[config.mk]
export PLATFORM = sky130hd
export DESIGN_NAME = layer_compositor
export DESIGN_NICKNAME = d
export VERILOG_FILES = /design/src/rtl/layer_compositor.sv
export SDC_FILE = /design/constraint.sdc
export NUM_CORES = 1
export LEC_CHECK = 0
export ABC_AREA = 1
export BUFFER_PORTS_ARGS = -buffer_cell sky130_fd_sc_hd__buf_2
export CAP_MARGIN = 20
export CORE_AREA = 2 2 112 114
export CTS_CLUSTER_DIAMETER = 200
export DETAILED_ROUTE_END_ITERATION = 7
export DIE_AREA = 0 0 114 116
export HOLD_SLACK_MARGIN = 0.12
export PLACE_DENSITY = 0.77
export SYNTH_ARGS = -nofsm -noshare
export SYNTH_HDL_FRONTEND = slang
export SYNTH_SLANG_ARGS = --single-unit
[constraint.sdc]
create_clock -name clk -period 3.75 [get_ports clk]
set_input_delay 0.5625 -clock clk [delete_from_list [all_inputs] [get_ports clk]]
set_output_delay 0.5625 -clock clk [all_outputs]
set_load 0.02 [all_outputs]
[src/rtl/layer_compositor.sv]
// Purpose: merges two scaled line-buffer layers with a horizontal window and border, and drives the palette index.
// Latency: pal_idx is valid 2 cycles after the disp_active cycle that issued the read index.
// Backpressure: none; the pipeline advances every clock and the consumer must accept each pixel.
module layer_compositor #(
  parameter int IDX_W  = 10,
  parameter int FRAC_W = 7,
  parameter int DISP_W = 640
) (
  input  logic             clk,
  input  logic             rst,
  input  logic             start_of_line,
  input  logic             disp_active,
  output logic [IDX_W-1:0] linebuf_rdidx,
  input  logic [7:0]       layer1_rddata,
  input  logic [7:0]       layer2_rddata,
  output logic [7:0]       pal_idx,
  input  logic [2:0]       regs_addr,
  input  logic [7:0]       regs_wrdata,
  input  logic             regs_write,
  output logic [7:0]       regs_rddata
);

  localparam int ACC_W = IDX_W + FRAC_W;
  localparam logic [9:0] HSTOP_RST = 10'(DISP_W);

  // Programmed register values (what the bus reads back)
  logic [7:0]       ctrl_q;
  logic [7:0]       hscale_q;
  logic [7:0]       border_q;
  logic [9:0]       hstart_q;
  logic [9:0]       hstop_q;
  // Shadow copies used by the active line
  logic [7:0]       hscale_sh;
  logic [9:0]       hstart_sh;
  logic [9:0]       hstop_sh;
  // Next values of the shadowed registers, so a write coinciding with start_of_line lands in the shadow
  logic [7:0]       hscale_n;
  logic [9:0]       hstart_n;
  logic [9:0]       hstop_n;

  logic [ACC_W-1:0] acc;
  logic [9:0]       x;
  logic             in_win;
  logic             active_d;
  logic             in_win_d;
  logic [7:0]       merged;

  // Decode bus writes into next values of the shadowed registers
  always_comb begin
    hscale_n = hscale_q;
    hstart_n = hstart_q;
    hstop_n  = hstop_q;
    if (regs_write) begin
      case (regs_addr)
        3'd1: hscale_n = regs_wrdata;
        3'd3: hstart_n[7:0] = regs_wrdata;
        3'd4: hstop_n[7:0] = regs_wrdata;
        3'd5: begin
          hstop_n[9:8]  = regs_wrdata[3:2];
          hstart_n[9:8] = regs_wrdata[1:0];
        end
        default: ;
      endcase
    end
  end

  // Register file and shadow load on start_of_line
  always_ff @(posedge clk) begin
    if (rst) begin
      ctrl_q    <= 8'h03;
      hscale_q  <= 8'h80;
      border_q  <= 8'h00;
      hstart_q  <= 10'd0;
      hstop_q   <= HSTOP_RST;
      hscale_sh <= 8'h80;
      hstart_sh <= 10'd0;
      hstop_sh  <= HSTOP_RST;
    end else begin
      if (regs_write && regs_addr == 3'd0) ctrl_q <= regs_wrdata;
      if (regs_write && regs_addr == 3'd2) border_q <= regs_wrdata;
      hscale_q <= hscale_n;
      hstart_q <= hstart_n;
      hstop_q  <= hstop_n;
      if (start_of_line) begin
        hscale_sh <= hscale_n;
        hstart_sh <= hstart_n;
        hstop_sh  <= hstop_n;
      end
    end
  end

  // Horizontal step accumulator and pixel counter, both restart on every blanking cycle
  always_ff @(posedge clk) begin
    if (rst || !disp_active) begin
      acc <= '0;
      x   <= 10'd0;
    end else begin
      acc <= acc + ACC_W'(hscale_sh);
      x   <= x + 10'd1;
    end
  end

  assign linebuf_rdidx = acc[ACC_W-1:FRAC_W];
  assign in_win        = (x >= hstart_sh) && (x < hstop_sh);

  // Stage 0: carry pixel qualifiers alongside the line-buffer read
  always_ff @(posedge clk) begin
    if (rst) begin
      active_d <= 1'b0;
      in_win_d <= 1'b0;
    end else begin
      active_d <= disp_active;
      in_win_d <= in_win;
    end
  end

  // Layer merge: opaque top wins, otherwise enabled bottom shows through even when transparent
  always_comb begin
    logic [7:0] top_px;
    logic [7:0] bot_px;
    logic       top_en;
    logic       bot_en;
    top_px = ctrl_q[2] ? layer1_rddata : layer2_rddata;
    bot_px = ctrl_q[2] ? layer2_rddata : layer1_rddata;
    top_en = ctrl_q[2] ? ctrl_q[0] : ctrl_q[1];
    bot_en = ctrl_q[2] ? ctrl_q[1] : ctrl_q[0];
    merged = 8'h00;
    if (top_en && top_px != 8'h00) merged = top_px;
    else if (bot_en)               merged = bot_px;
  end

  // Stage 1: select blank, border or merged pixel into the palette address register
  always_ff @(posedge clk) begin
    if (rst)            pal_idx <= 8'h00;
    else if (!active_d) pal_idx <= 8'h00;
    else if (!in_win_d) pal_idx <= border_q;
    else                pal_idx <= merged;
  end

  // Register readback returns programmed values, not shadows
  always_comb begin
    regs_rddata = 8'h00;
    case (regs_addr)
      3'd0: regs_rddata = ctrl_q;
      3'd1: regs_rddata = hscale_q;
      3'd2: regs_rddata = border_q;
      3'd3: regs_rddata = hstart_q[7:0];
      3'd4: regs_rddata = hstop_q[7:0];
      3'd5: regs_rddata = {4'b0000, hstop_q[9:8], hstart_q[9:8]};
      default: regs_rddata = 8'h00;
    endcase
  end

endmodule

==> impl_results.md <==
- Gr usage total: 20.9%
- Nets: 958
- Fmax: 373 MHz
- Slew HR: 36.2%
- Switching share of power: 25.5%
- Hold buffers post-CTS: 0
- Reg2reg end: pal_idx[3]
- Post-DP HPWL: 9760 um
- Final Skew: 0.00896 ns
- Largest net degree at the start of global routing: 54
- Core box area: 11,900 um^2
- Int Pwr: 0.00186 W
- Root buffer cell: clkbuf_16
- Initial DRC count: 296
- Yosys cell types: 34
- RSZ-0062 raised after global routing: no
- Die X: 114 um
- Pre-CTS WS: 1.28 ns
- Drt drc: 0
- CTS Buffer Depth: 2
- Power share of the combinational group: 12.0%
- Final Hold Viols: 0
- Max IR drop VDD: 321 uV
- Cts bufs inserted: 9
- Synth Flop Type: dfxtp_1
- Worst endpoint required time: 3.19 ns
- CTS Sinks: 109
- Number of instances in the placed design: 1,032
- Vias: 5,195
- Vias in the first global route: 4,617
- Layout fillers: 1,142
- Full die area: 13,200 um^2
- Initial Util: 49.0%
- R2r worst-path depth: 11
- Post-DRT Antenna Nets: 0
- Initial antenna violation count: 1
- Worst-Margin Slew: 0.956 ns
- Avg Vias per Cell: 4.95
- H-tree level count: 3
- Reg power frac: 49.1%
- Wire per inst: 12.7 um
- Tmin final: 2.68 ns
- Area share of the largest cell type after synthesis: 37.4%
- Share of layout cells above drive strength 1: 9.66%
- DRT Wirelength: 13,400 um
- Syn Area/Cell: 6.76 um^2
- Post-synth top cells: 167 x inv_1, 161 x nand2_1, 115 x nor2_1
- Worst Path Arrival: 2.12 ns
- Port Buffers: 57
- Worst r2r src: ctrl_q[2]
- Setup TNS: 0 ns
- Hold Path Depth: 2
- Worst Setup Start Kind: flip-flop
- Post-CTS sizing: 0
- Largest cells by area after synthesis: dfxtp_1 37%, inv_1 11%, nand2_1 10%
- Pwr per Cell Area: 388 nW/um^2
- Fin crit share: 71.5%
- Yosys reg bits: 109
- Synth area leader: dfxtp_1
- Clock transition at the registers of the reported paths: 0.07 ns
- Hold Crit Class: flip-flop to flip-flop
- Postcts setup bufs: 0
- Worst-path cell chain: inv_1 -> o211ai_1 -> nor2_1 -> o21ai_0 -> buf_2
- Switching power: 0.000636 W
- Most frequent cell after synthesis: inv_1
- FFs w/ async S/R, synth: 0%
- Final WS setup: 1.07 ns
- Die Y-Extent: 116 um
- Critical Path Max Stage Delay: 0.73 ns
- Area growth, synth to finish: 10.0%
- Crit Path Class: flip-flop to output port
- Final setup viols: 0
- HP Start: hstop_sh[9]
- Overflow after GRT: 0
- Register area share after synthesis: 37.4%
- Max-Cap Viols: 0
- Leak: 3.29 nW
- Post-synthesis cell area: 5840 um^2
- Post-route non-filler standard cell count: 1,049
- Crit-path slowest cell: dfxtp_1
- Worst-Skew Late Latency: 0.35 ns
- R2R Setup Slk: 1.51 ns
- Slew Viols, Final: 0
- Global-route wire length before repair: 21,900 um
- Number of cell rows: 40
- Clock power share: 38.9%
- Post-synth EDFFs: 0
- Syn_nets: 925
- Hold EP: hstop_sh[9]
- TritonCTS clock tree: done
- Worst Path Max Fanout: 20
- Synth Warn #: 0
- Count of mapped cells out of synthesis: 864
- RD Place Congestion: 0.901
- Critical path capture point type: output port
- Status: complete, no violations
- Ports: 58
- TritonRoute pass-1 iters: 5
## cells by family after synthesis
group,synth area share (%)
flops,37.4
buf+inv,14.9
compound gates,18.3
fa+ha+maj,6.34
simple gates,23.1
## how the worst max path moves through the flow
stage,slack (ns),start,cells after the start,endpoint
after detailed placement,1.28,rst,6,x[5]
after floorplan,1.67,regs_addr[2],4,regs_rddata[0]
final,1.07,ctrl_q[2],5,regs_rddata[2]
after CTS,1.10,ctrl_q[2],5,regs_rddata[2]
after global placement,1.34,rst,6,acc[11]
after global routing,0.85,ctrl_q[2],5,regs_rddata[2]
## through the flow
step / hold WS (ns) / total power (W) / util, % / instance area (um^2)
finish: 0.483 / 0.00249 / 53.9 / 6420
global placement: 0.458 / 0.00154 / 51.2 / 6090
detailed placement: 0.468 / 0.00154 / 51.2 / 6090
floorplan: 0.429 / 0.00146 / - / 5840
CTS: 0.486 / 0.00250 / 53.7 / 6390
global route: 0.517 / 0.00260 / 53.9 / 6420
## placed cells by master (no fill, tap or decap), types with 7 or more instances in the layout
master | Yosys | final
nand3_1 | 29 | 29
clkbuf_16 | 0 | 9
dfxtp_1 | 109 | 109
ha_1 | 28 | 28
inv_1 | 167 | 167
o21ai_0 | 45 | 45
nor2_1 | 115 | 115
buf_2 | 7 | 57
o21a_1 | 23 | 23
nand2_1 | 161 | 161
o211ai_1 | 20 | 20
nor3_1 | 7 | 7
a21oi_1 | 65 | 65
o22ai_1 | 7 | 7
o21ai_1 | 21 | 21
## critical path, delay by kind of cell (launching register included)
| kind | cells | cell delay (ns) |
|---|---|---|
| compound gates | 2 | 0.39 |
| flops | 1 | 0.73 |
| simple gates | 1 | 0.07 |
| buf+inv | 2 | 0.58 |
## power groups by stage
stage                     combinational, W  sequential (W)  clock (W)
after floorplan                   0.000220         0.00124          0
after global placement            0.000287         0.00125          0
after detailed placement          0.000292         0.00125          0
after CTS                         0.000296         0.00122   0.000984
after global routing              0.000341         0.00123    0.00102
final                             0.000300         0.00123   0.000970
## layer usage
layer | track usage, % | share of wire, %
met1 | 27.7 | 49
met2 | 33.7 | 44
met3 | 4.81 | 4.7
met4 | 6.83 | 2.0
met5 | 0 | 0
## flip-flops by register name, summed over array words and instances (netlist names)
register and count:
ctrl_q 8, border_q 8, hstart_q 10, active_d 1, hscale_sh 8, pal_idx 8, hscale_q 8, hstop_q 10
in_win_d 1, x 10, hstop_sh 10, acc 17, hstart_sh 10
## layout make-up
class                      instances  area [um^2]  area share, %
multi-input combinational        547         2790           43.4
sequential                       109         2180           34.0
inverter                         170          638           9.93
timing repair buffer              60          328           5.10
clock buffer                      12          256           3.99
tap                              147          184           2.86
clock inverter                     3         43.8          0.682
antenna                            1         2.50         0.0389
No activity file was read; power rests on OpenSTA's default activity.
